File: config.mk
export PLATFORM = sky130hd
export DESIGN_NAME = des_key_sched
export DESIGN_NICKNAME = d
export VERILOG_FILES = /design/src/rtl/des_key_sched.sv
export SDC_FILE = /design/constraint.sdc
export NUM_CORES = 1
export LEC_CHECK = 0
export CORE_MARGIN = 2
export CORE_UTILIZATION = 30
export CTS_CLUSTER_DIAMETER = 30
export CTS_CLUSTER_SIZE = 14
export DETAILED_ROUTE_END_ITERATION = 10
export MAX_ROUTING_LAYER = met4
export PLACE_DENSITY = 0.6
export RECOVER_POWER = 100
export SLEW_MARGIN = 5
export SYNTH_ARGS = -nofsm -noshare
export SYNTH_HDL_FRONTEND = slang
export SYNTH_SLANG_ARGS = --single-unit
export TNS_END_PERCENT = 30
File: constraint.sdc
create_clock -name clk -period 5.2 [get_ports clk]
set_input_delay 1.3 -clock clk [delete_from_list [all_inputs] [get_ports clk]]
set_output_delay 1.3 -clock clk [all_outputs]
set_load 0.02 [all_outputs]
File: src/rtl/des_key_sched.sv
// DES key schedule: streams the 16 round subkeys K1..K16 (or K16..K1) over a valid/ready port.
// Define DES_KS_RESTART_EN to let start abort and reload a schedule that is in progress.
module des_key_sched (
  input  logic        clk,
  input  logic        rst_n,
  input  logic        start,
  input  logic        decrypt,
  input  logic [63:0] key,
  output logic        busy,
  output logic        subkey_valid,
  input  logic        subkey_ready,
  output logic [47:0] subkey,
  output logic [3:0]  round_idx,
  output logic        done
);

  typedef enum logic {IDLE, ROUND} state_t;

  // Tables hold FIPS 46-3 bit numbers (1-based, bit 1 = MSB of each bus)
  localparam int PC1 [56] = '{
    57, 49, 41, 33, 25, 17,  9,  1, 58, 50, 42, 34, 26, 18,
    10,  2, 59, 51, 43, 35, 27, 19, 11,  3, 60, 52, 44, 36,
    63, 55, 47, 39, 31, 23, 15,  7, 62, 54, 46, 38, 30, 22,
    14,  6, 61, 53, 45, 37, 29, 21, 13,  5, 28, 20, 12,  4
  };

  localparam int PC2 [48] = '{
    14, 17, 11, 24,  1,  5,  3, 28, 15,  6, 21, 10,
    23, 19, 12,  4, 26,  8, 16,  7, 27, 20, 13,  2,
    41, 52, 31, 37, 47, 55, 30, 40, 51, 45, 33, 48,
    44, 49, 39, 56, 34, 53, 46, 42, 50, 36, 29, 32
  };

  state_t      state;
  logic        dec_mode;
  logic [27:0] c_reg, d_reg;
  logic [55:0] pc1_out;
  logic [55:0] cd;
  logic        load;
  logic        last;
  logic        one_step;

  function automatic logic [27:0] rotl(input logic [27:0] v, input logic two);
    return two ? {v[25:0], v[27:26]} : {v[26:0], v[27]};
  endfunction

  function automatic logic [27:0] rotr(input logic [27:0] v, input logic two);
    return two ? {v[1:0], v[27:2]} : {v[0], v[27:1]};
  endfunction

  always_comb begin
    pc1_out = '0;
    for (int j = 0; j < 56; j++) pc1_out[55-j] = key[64-PC1[j]];
  end

  assign cd = {c_reg, d_reg};

  // The subkey depends only on the C,D registers, never directly on the key input
  always_comb begin
    subkey = '0;
    for (int j = 0; j < 48; j++) subkey[47-j] = cd[56-PC2[j]];
  end

`ifdef DES_KS_RESTART_EN
  assign load = start;
`else
  assign load = start && (state == IDLE);
`endif

  assign last = dec_mode ? (round_idx == 4'd0) : (round_idx == 4'd15);

  // Rounds whose next step uses a single-bit rotation (shift table entries 1, 2, 9, 16)
  assign one_step = dec_mode
    ? (round_idx == 4'd0 || round_idx == 4'd1 || round_idx == 4'd8 || round_idx == 4'd15)
    : (round_idx == 4'd0 || round_idx == 4'd7 || round_idx == 4'd14);

  always_ff @(posedge clk) begin
    if (!rst_n) begin
      state        <= IDLE;
      busy         <= 1'b0;
      subkey_valid <= 1'b0;
      done         <= 1'b0;
      round_idx    <= 4'd0;
      dec_mode     <= 1'b0;
      c_reg        <= '0;
      d_reg        <= '0;
    end else begin
      done <= 1'b0;
      if (load) begin
        state        <= ROUND;
        busy         <= 1'b1;
        subkey_valid <= 1'b1;
        dec_mode     <= decrypt;
        // Decrypt starts from C16,D16, which equal C0,D0 because the shifts total 28
        c_reg        <= decrypt ? pc1_out[55:28] : rotl(pc1_out[55:28], 1'b0);
        d_reg        <= decrypt ? pc1_out[27:0]  : rotl(pc1_out[27:0], 1'b0);
        round_idx    <= decrypt ? 4'd15 : 4'd0;
      end else if (state == ROUND && subkey_ready) begin
        c_reg <= dec_mode ? rotr(c_reg, !one_step) : rotl(c_reg, !one_step);
        d_reg <= dec_mode ? rotr(d_reg, !one_step) : rotl(d_reg, !one_step);
        if (last) begin
          state        <= IDLE;
          busy         <= 1'b0;
          subkey_valid <= 1'b0;
          done         <= 1'b1;
        end else begin
          round_idx <= dec_mode ? round_idx - 4'd1 : round_idx + 4'd1;
        end
      end
    end
  end

endmodule

* After elaboration in Yosys (flattened, before gate mapping)
Cells that the tools add are included.
** Cells by class
- Mux-type cells :: 23
- $add $sub $neg :: 2
- Reductions and logical operators :: 13
- Bitwise operators :: 3
- Eq/ne operators :: 6
** Operators by type and width (number)
- two-way mux 28 bit :: 12
- two-way mux 4 bit :: 5
- equality test 4 bit, second input constant :: 3
- two-way mux 1 bit :: 6
- logical OR 1 bit :: 5
- adder 4 x 1 -> 4 bit, second input constant :: 1
- equality test 4 x 1 -> 1 bit, second input constant :: 1
- equality test 4 x 3 -> 1 bit, second input constant :: 1
- zero test 4 bit :: 1
- AND reduction 2 bit :: 2
- nonzero test 2 bit :: 2
- subtractor 4 x 1 -> 4 bit, second input constant :: 1
- inverter 1 bit :: 3
- OR reduction 3 bit :: 1
- logical AND 1 bit :: 2
- != test 2 bit, second input constant :: 1
** Storage, ports and cells
- Input bits :: 69
- Register bits :: 63
- Logic and storage cells :: 53
- Output and inout bits :: 55

* Depth between registers and ports, before layout
Gate-level depths: netlist (run 1).
- Depth in word-level cells :: 9
- Gate-level depth with buffers :: 10
- Depth with buffers taken out :: 8

* Worst setup path before layout (run 1)
OpenSTA, ideal clock, no wires.
- Path type :: input to register
- Start :: in start
- End :: reg d_reg[2]
- Cell stages on the path :: 7
- Arrival time :: 2.479 ns
- Setup slack :: 2.602 ns
- Path buffers :: 3
- Required time :: 5.081 ns
- Library setup time :: 0.119 ns
- Cells stage by stage :: nand2b_1 -> buf_2 -> nand2_1 -> clkbuf_1 -> buf_1 -> o22ai_1 -> o221a_2
** On the way
- Cells in the longest elaborated chain, start to end :: 2
- Elaborated cells on any way between the ends :: 3
- Those cells by class :: mux (1); reduce/logical (2)
** RTL lines
- start, declared :: line 6 : input logic start,
- logical AND 1 bit (*) :: line 67 : assign load = start && (state == IDLE);
- two-way mux 28 bit / nonzero test 2 bit (equally long branches)
- end signal, assigned :: line 96 : d_reg <= decrypt ? pc1_out[27:0] : rotl(pc1_out[27:0], 1'b0);
- end signal, assigned :: line 100 : d_reg <= dec_mode ? rotr(d_reg, !one_step) : rotl(d_reg, !one_step);
- end, declared :: line 36 : logic [27:0] c_reg, d_reg;
Every way passes the cells marked *; elsewhere a longest branch is shown, timed or not.
A chain may end at the register's enable or synchronous reset.

* Worst setup path in the final report (run 1)
- Start :: in start
- End :: reg c_reg[26]
** On the way
- Cells in the longest elaborated chain, start to end :: 2
- Elaborated cells on any way between the ends :: 3
- Those cells by class :: mux (1); reduce/logical (2)
** RTL lines
- logical AND 1 bit (*) :: line 67
- two-way mux 28 bit / nonzero test 2 bit (equally long branches)
- end signal, assigned :: line 95 : c_reg <= decrypt ? pc1_out[55:28] : rotl(pc1_out[55:28], 1'b0);
- end signal, assigned :: line 99 : c_reg <= dec_mode ? rotr(c_reg, !one_step) : rotl(c_reg, !one_step);
- end, declared :: line 36
Marked as above.

==> impl_metrics.env, run 1 <==
export IMPL_cts_made_buffers=9
export IMPL_setup_violations=0
export IMPL_timing_fmax_ghz=0.241
export IMPL_ys_dominant_reg_cell="dfxtp_1"
export IMPL_period_share_pct=79.9
export IMPL_multi_input_area_um2=3270
export IMPL_synth_area_per_cell_um2=7.97
export IMPL_cts_tree="yes"
export IMPL_fin_nets=748
export IMPL_grt_pass1_vias=4795
export IMPL_rsz0062_at_grt="no"
export IMPL_die_area_um2=18400
export IMPL_grt_use_total_pct=17.8
export IMPL_rr_endpoint="c_reg[26]"
export IMPL_die_x_um=136
export IMPL_netlist_top_cells_count="95 x nand2_1, 63 x dfxtp_1, 60 x a21oi_1, 58 x mux2i_1"
export IMPL_ios=124
export IMPL_min_delay_start="c_reg[19]"
export IMPL_diodes=0
export IMPL_start_util_pct=30.4
export IMPL_r2r_slack_ns=2.09
export IMPL_cts_resized=0
export IMPL_cts_max_level=3
export IMPL_status="finished, final reports clean"
export IMPL_first_pass_iters=5
export IMPL_dp_cells=889
export IMPL_clock_latency_ns=0.33
export IMPL_grt_antenna_before_repair=0
export IMPL_synth_warnings=0
export IMPL_p_leak_nw=2.21
export IMPL_yosys_area_top_type_share_pct=24.2
export IMPL_arrival_ns=4.37
export IMPL_finalHoldViolations=0
export IMPL_hold_path_end="c_reg[19]"
export IMPL_synth_most_common_cell="nand2_1"
export IMPL_netlist_area_um2=5200
export IMPL_detail_route_wl_per_cell_um=17.8
export IMPL_async_flop_share_pct=0
export IMPL_drcViolationCount=0
export IMPL_timing_rr_start="state"
export IMPL_post_cts_setup_buffers=0
export IMPL_drtAntennaViolNets=0
export IMPL_n_fill_cell=1834
export IMPL_synth_cell_type_count=34
export IMPL_synth_area_leaders="dfxtp_1 24%, mux2i_1 11%, o221a_2 10%"
export IMPL_crit_path_max_fanout=31
export IMPL_synth_yosys_seq_area_share_pct=24.2
export IMPL_die_y_um=136
export IMPL_postCtsHoldBufs=0
export IMPL_period_minus_slack_ns=4.16
export IMPL_r2r_cells=4
export IMPL_area_delta_synth_final_pct=22.8
export IMPL_vias=4894
export IMPL_critPathLaunchType="input port"
export IMPL_end_kind="flop"
export IMPL_maxCapViolCount=0
export IMPL_syn_nets=726
export IMPL_place_congestion=0.749
export IMPL_synth_seq_cells=63
export IMPL_syn_inst=653
export IMPL_hp_class="reg2reg"
export IMPL_cts_root_buf="clkbuf_16"
export IMPL_worstMarginPinSlew_ns=1.40
export IMPL_rows=48
export IMPL_grt_pass1_wl_um=25700
export IMPL_clock_sinks=63
export IMPL_fp_coreArea_um2=17100
export IMPL_drt_wl_total_um=16100
export IMPL_clock_skew_ns=0.00491
export IMPL_grt_ovfl_total=0
export IMPL_via_per_inst=5.41
export IMPL_crit_type="in2reg"
export IMPL_drive_gt1_share_pct=12.2
export IMPL_p_per_area_nw_per_um2=297
export IMPL_setup_tns_ns=0
export IMPL_synth_edf_count=0
export IMPL_peakVddDrop_mv=0.145
export IMPL_dr_first_iter_drc_count=285
export IMPL_port_buffers=115
export IMPL_grt_max_degree=115
export IMPL_synth_top_area_cell="dfxtp_1"
export IMPL_worstHoldPathCells=1
export IMPL_dp_hpwl_um=10200
export IMPL_slew_viol_final=0
export IMPL_clk_path_buf_depth=2
export IMPL_worstPathRequired_ns=5.41
export IMPL_relSlewSlack_pct=6.85
export IMPL_regArea_um2=1260
export IMPL_cts_clk_slew_worst_paths_ns=0.05
export IMPL_fin_cells=905
## cells in the final DEF, fill, tap and decap left out, types with 3 or more instances in the layout
master           instances
o221a_2                 47
nand2b_1                 3
mux2i_1                 58
o221a_1                  9
o22ai_1                 56
xnor2_1                  3
ha_1                     4
a211oi_1                56
dlygate4sd3_1           57
nor2b_1                 56
a21oi_1                 60
buf_4                   13
o21ai_0                  3
dfxtp_1                 63
clkdlybuf4s50_1         56
nor3_1                   3
inv_1                    3
clkbuf_16                9
nand2_1                 93
## cells by family after synthesis
logic type / synth area share (%)
AO/OA/AOI/OAI: 34.5
AND/OR/NAND/NOR: 15.1
buffers and inverters: 13.3
flip-flops: 24.2
multiplexers: 11.2
XOR/XNOR: 0.674
adder cells (fa/ha/maj): 0.962
## worst max path at each step
stage	startpoint	to	slack (ns)	cells after the start
2_1_floorplan	start	d_reg[2]	2.60	7
3_3_place_gp	start	c_reg[23]	1.46	5
3_5_place_dp	start	c_reg[26]	1.46	5
4_1_cts	start	c_reg[26]	1.81	5
5_1_grt	start	c_reg[23]	0.83	5
6_report	start	c_reg[26]	1.04	5
## per-layer routing
layer | global-route usage, % | vias up | part of all wire, % | wire, um
li1 | - | 2461 | - | -
met1 | 24.4 | 2309 | 50 | 7990
met2 | 27.4 | 118 | 46 | 7350
met3 | 2.36 | 6 | 4.1 | 656
met4 | 4.80 | 0 | 0.90 | 146
met5 | - | - | 0 | 0
## where the power goes
| group | leakage, nW | switching (W) | internal, W |
|---|---|---|---|
| logic | 1.53 | 0.000343 | 0.000276 |
| clock network | 0.160 | 0.000219 | 0.000445 |
| registers | 0.522 | 0.0000761 | 0.000534 |
## stage by stage
stage                     util (%)  setup slack, ns  area, um^2  total power, W  hold slack, ns
after global routing          37.3            0.832        6380         0.00199           0.571
after detailed placement      35.4             1.46        6060         0.00126           0.550
after CTS                     37.3             1.81        6390         0.00193           0.563
after floorplan                  -             2.60        5200         0.00108           0.524
after global placement        35.4             1.46        6060         0.00125           0.545
final                         37.3             1.04        6380         0.00189           0.568
## final cells by class
| cell class | count | area share (%) |
|---|---|---|
| multi-input cells | 471 | 51.2 |
| repair buffers | 127 | 19.3 |
| clock buffers | 13 | 4.08 |
| clock inverters | 3 | 1.02 |
| well taps | 225 | 4.41 |
| flip-flops and latches | 63 | 19.8 |
| inverters | 3 | 0.176 |
## critical path, stage by stage
cell	delay [ns]
dlygate4sd3_1	0.57
nand2b_1	0.98
nand2_2	0.72
buf_4	0.47
o221a_2	0.30
(Power assumes the default switching activity.)
==> run 2: changes to the inputs <==
- clock period: 5.2 -> 3.9 ns (I/O delays scaled with it)
==> run 2 against run 1 <==
The run now ends with capacitance limit, slew limit left. Register-to-register slack worse by 0.96 ns. Cell area rose by 0.43%. Via count rose by 3.6%. Non-clock buffer count is 7 higher.
==> impl_metrics.env, run 2 (synthesis results as in run 1) <==
export IMPL_p_per_area_nw_per_um2=372
export IMPL_cts_root_buf="clkbuf_16"
export IMPL_detail_route_wl_per_cell_um=17.7
export IMPL_wl_met2_um=7350
export IMPL_crit_path_max_fanout=25
export IMPL_die_x_um=136
export IMPL_hp_class="reg2reg"
export IMPL_crit_type="in2reg"
export IMPL_worstMarginPinSlew_ns=1.53
export IMPL_place_congestion=0.773
export IMPL_slew_viol_final=58
export IMPL_start_util_pct=30.4
export IMPL_vias=5068
export IMPL_period_minus_slack_ns=3.32
export IMPL_port_buffers=115
export IMPL_cts_made_buffers=9
export IMPL_period_share_pct=85.2
export IMPL_first_pass_iters=4
export IMPL_p_leak_nw=2.23
export IMPL_met3_length_um=878
export IMPL_violations="capacitance limit, slew limit"
export IMPL_worstPathRequired_ns=4.12
export IMPL_setup_violations=0
export IMPL_area_delta_synth_final_pct=23.3
export IMPL_end_kind="flop"
export IMPL_grt_pass1_vias=4834
export IMPL_cts_clk_slew_worst_paths_ns=0.06
export IMPL_critPathLaunchType="input port"
export IMPL_drtAntennaViolNets=0
export IMPL_drive_gt1_share_pct=13.2
export IMPL_status="finished, violations left"
export IMPL_via_per_inst=5.56
export IMPL_wl_met1_um=7730
export IMPL_routed_top_layer="met4"
export IMPL_cts_tree="yes"
export IMPL_clk_path_buf_depth=2
export IMPL_final_cell_mix="93 x nand2_1, 63 x dfxtp_1, 60 x a21oi_1, 58 x mux2i_1, 57 x clkdlybuf4s50_1"
export IMPL_finalHoldViolations=0
export IMPL_n_fill_cell=1815
export IMPL_layout_commonest_cell="nand2_1"
export IMPL_rsz0062_at_grt="no"
export IMPL_cts_resized=0
export IMPL_relSlewSlack_pct=-2.13
export IMPL_grt_ovfl_total=0
export IMPL_grt_use_total_pct=17.6
export IMPL_min_delay_start="c_reg[19]"
export IMPL_post_cts_setup_buffers=0
export IMPL_grt_antenna_before_repair=0
export IMPL_cts_max_level=3
export IMPL_ios=124
export IMPL_diodes=0
export IMPL_dr_first_iter_drc_count=396
export IMPL_timing_fmax_ghz=0.301
export IMPL_die_area_um2=18400
export IMPL_grt_pass1_wl_um=25500
export IMPL_maxCapViolCount=2
export IMPL_clock_latency_ns=0.33
export IMPL_startpoint="subkey_ready"
export IMPL_timing_rr_start="round_idx[1]"
export IMPL_setup_tns_ns=0
export IMPL_postCtsHoldBufs=0
export IMPL_peakVddDrop_mv=0.182
export IMPL_dp_cells=896
export IMPL_fin_nets=755
export IMPL_grt_max_degree=70
export IMPL_fin_cells=912
export IMPL_die_y_um=136
export IMPL_clock_skew_ns=0.00534
export IMPL_drt_wl_total_um=16100
export IMPL_clock_sinks=63
export IMPL_rows=48
export IMPL_fp_coreArea_um2=17100
export IMPL_drcViolationCount=0
export IMPL_arrival_ns=3.54
export IMPL_dp_hpwl_um=10800
## run 2: cell types whose count changed in the layout (fill, tap and decap cells not counted), sizes merged
cell           previous run  this run
dlygate4sd3              57        56
clkinvlp                  0         2
clkinv                    1         5
clkdlybuf4s50            56        57
bufinv                    2         0
clkbuf                   13        10
buf                      14        20
## run 2: where the power goes
group          leakage, nW  internal (W)  switching [W]
Sequential           0.522      0.000712       0.000103
Combinational         1.57      0.000382       0.000460
Clock                0.131      0.000424       0.000304
Total                 2.23       0.00152       0.000868
## run 2: path summary, 6_finish.rpt
kind,endpoint,slack [ns],depth (start not counted)
hold / removal,c_reg[19],0.57,1
hold reg to reg,c_reg[19],0.57,1
setup / recovery,c_reg[12],0.58,5
setup reg to reg,c_reg[18],1.13,8
## run 2: routing by layer
| metal | vias to the layer above | GRT usage [%] |
|---|---|---|
| met5 | - | - |
| met1 | 2433 | 23.7 |
| met3 | 13 | 1.98 |
| met2 | 152 | 27.9 |
| li1 | 2470 | - |
| met4 | 0 | 5.38 |
## run 2: cell type report
cell class	instances	area, um^2	share of cell area, %
Sequential cell	63	1260	19.7
Clock inverter	7	40.0	0.624
Multi-Input combinational cell	471	3270	51.0
Clock buffer	9	225	3.51
Inverter	3	11.3	0.176
Timing Repair Buffer	134	1320	20.6
Tap cell	225	282	4.39
## run 2: critical path, stage by stage
cell and delay, ns:
dlygate4sd3_1 0.55, and2_0 1.16, buf_4 0.43, o22ai_1 0.13, o221a_2 0.27
## run 2: metrics by stage
step | total power (W) | hold WS (ns) | cell area (um^2) | util (%) | worst slack [ns]
final | 0.00239 | 0.573 | 6410 | 37.5 | 0.576
after global routing | 0.00250 | 0.601 | 6410 | 37.5 | 0.477
after CTS | 0.00242 | 0.570 | 6420 | 37.5 | 0.994
after detailed placement | 0.00169 | 0.557 | 6150 | 35.9 | 0.651
after global placement | 0.00169 | 0.544 | 6150 | 35.9 | 0.648
after floorplan | 0.00144 | 0.524 | 5200 | - | 1.63
==> patch (config.mk and constraints of run 1) <==
Reset style: asynchronous (`rst_n`), changed in one clocked block.
--- a/src/rtl/des_key_sched.sv
+++ b/src/rtl/des_key_sched.sv
@@ -74,7 +74,7 @@
     ? (round_idx == 4'd0 || round_idx == 4'd1 || round_idx == 4'd8 || round_idx == 4'd15)
     : (round_idx == 4'd0 || round_idx == 4'd7 || round_idx == 4'd14);
 
-  always_ff @(posedge clk) begin
+  always_ff @(posedge clk or negedge rst_n) begin
     if (!rst_n) begin
       state        <= IDLE;
       busy         <= 1'b0;
Function: differs if rst_n is asserted again (counterexample within 4 cycles, from zero or initial values and one cycle with rst_n low); with rst_n held inactive, the same outputs for 4 cycles.
==> patch against run 1 <==
- setup slack improved by 0.030 ns
- core utilization increased by 0.82 points
- die area decreased by 6.1%
- the run now ends with capacitance limit, slew limit left
- critical endpoint is now c_reg[27]$_DFFE_PN0P_
- design area decreased by 5.2%
- sequential share of layout area increased by 6.3 points
- worst hold slack got worse by 0.044 ns
- area after synthesis decreased by 6.3%
- wire length decreased by 8.2%
- sequential cell count unchanged
Power is not compared: it rests on default switching activity, and its combinational part moved more than twofold at a synthesized area within 25%.
==> patch: results (changes against run 1) <==
Met2 Wirelength -> 6.48 mm (-12%)
Worst-path maximum fanout -> 57 (+84%)
Outcome -> finished, violations left
Top cells by area, synth -> dfrtp_1 (32%), a21oi_1 (18%), mux2i_1 (12%)
M1 GR Usage -> 0.241 (-0.00303)
Initial DRC count -> 441 (+55%)
Total iterations of the first detailed-routing run -> 5 (unchanged)
Slew at the pin closest to its max-slew limit -> 2.08 ns (+0.681 ns)
Crit path arrival time -> 4.34 ns (-0.03 ns)
Non-filler cells, final -> 853 (-5.7%)
Post-DP Area -> 5740 um2 (-5.4%)
Per-cell routed wire length -> 17.4 um (-2.6%)
Ys async rst share -> 1.00 (+1.00)
First-pass GRT wire length -> 24.0 mm (-6.3%)
List of most frequent post-synthesis cells -> a21oi_1 (174), nand2_1 (119), dfrtp_1 (63)
Max_cap viols -> 3 (+3)
Pin count of the biggest net entering global routing -> 59 (-49%)
Via count -> 4684 (-4.3%)
Max-slew violations -> 117 (+117)
Share of cells above drive strength 1 -> 0.0377 (-0.0844)
Internal -> 2300 uW
Vias in the first global route -> 4477 (-6.6%)
GR Util met2 -> 0.255 (-0.0190)
Met3 usage -> 0.0258 (+0.00228)
Seq/Total Area, Yosys -> 0.323 (+0.0808)
M1 wire length -> 7.01 mm (-12%)
Post-place setup slack -> 1.55 ns (+0.0861 ns)
Gr usage total -> 0.175 (-0.00315)
WL met3 -> 1.07 mm (+63%)
Placed Cells -> 837 (-5.8%)
Port bufs -> 115 (unchanged)
Synth cell types -> 22 (-35%)
GP Congestion -> 0.786 (+5.0%)
Most used DFF post-synth -> dfrtp_1
Setup Fix Bufs, Post-CTS -> 0 (unchanged)
Failing checks -> capacitance limit, slew limit
Fillers -> 1642 (-10%)
Nets -> 705 (-5.7%)
Busiest grt layer -> met2
Synth Net Count -> 675 (-7.0%)
# H-tree levels -> 3 (unchanged)
Syn avg cell area -> 8.10 um2 (+1.7%)
## patch: cell types whose count changed after synthesis, moves of 47 or more
cell | run 1 | this run
dfxtp_1 | 63 | 0
a211oi_1 | 56 | 0
a21oi_1 | 60 | 174
o221a_2 | 47 | 0
nor2b_1 | 56 | 1
o32a_1 | 0 | 58
o22ai_1 | 56 | 0
dfrtp_1 | 0 | 63
## patch: final cells by class
type                            instances  area [um2]  share of cell area
Multi-Input combinational cell        436        2700               0.446
Sequential cell                        63        1580               0.260
Timing Repair Buffer                  119        1170               0.194
Tap cell                              216         270              0.0446
Clock buffer                           13         260              0.0430
Clock inverter                          3        65.1              0.0107
Inverter                                3        11.3             0.00186
## patch: worst max-delay path: stages
cell and delay (ns):
dlygate4sd3_1 0.58, nand2b_1 0.22, nand2_1 1.55, a21oi_1 0.20, o32a_1 0.44
## patch: cells by family (layout without fill, tap and decap cells)
family	Yosys count	in the layout	share of synthesized area
AOI/OAI and AO/OA	234	234	0.300
xor gates and xnor gates	4	4	0.00718
DFF	63	63	0.323
adders and majority gates	4	4	0.0103
and+or+nand+nor	136	136	0.110
buffers and inverters	103	138	0.130
muxes	58	58	0.119
## patch: final timing paths
path	depth (start not counted)	startpoint	slack (ns)	end
hold / removal	1	d_reg[13]$_DFFE_PN0P_	0.52	d_reg[13]$_DFFE_PN0P_
setup reg to reg	4	state$_DFFE_PN0P_	2.07	c_reg[27]$_DFFE_PN0P_
max in group asynchronous	2	rst_n	2.55	d_reg[6]$_DFFE_PN0P_
min in group asynchronous	1	rst_n	1.35	round_idx[0]$_DFFE_PN0P_
setup / recovery	5	start	1.07	c_reg[27]$_DFFE_PN0P_
hold reg to reg	1	d_reg[13]$_DFFE_PN0P_	0.52	d_reg[13]$_DFFE_PN0P_
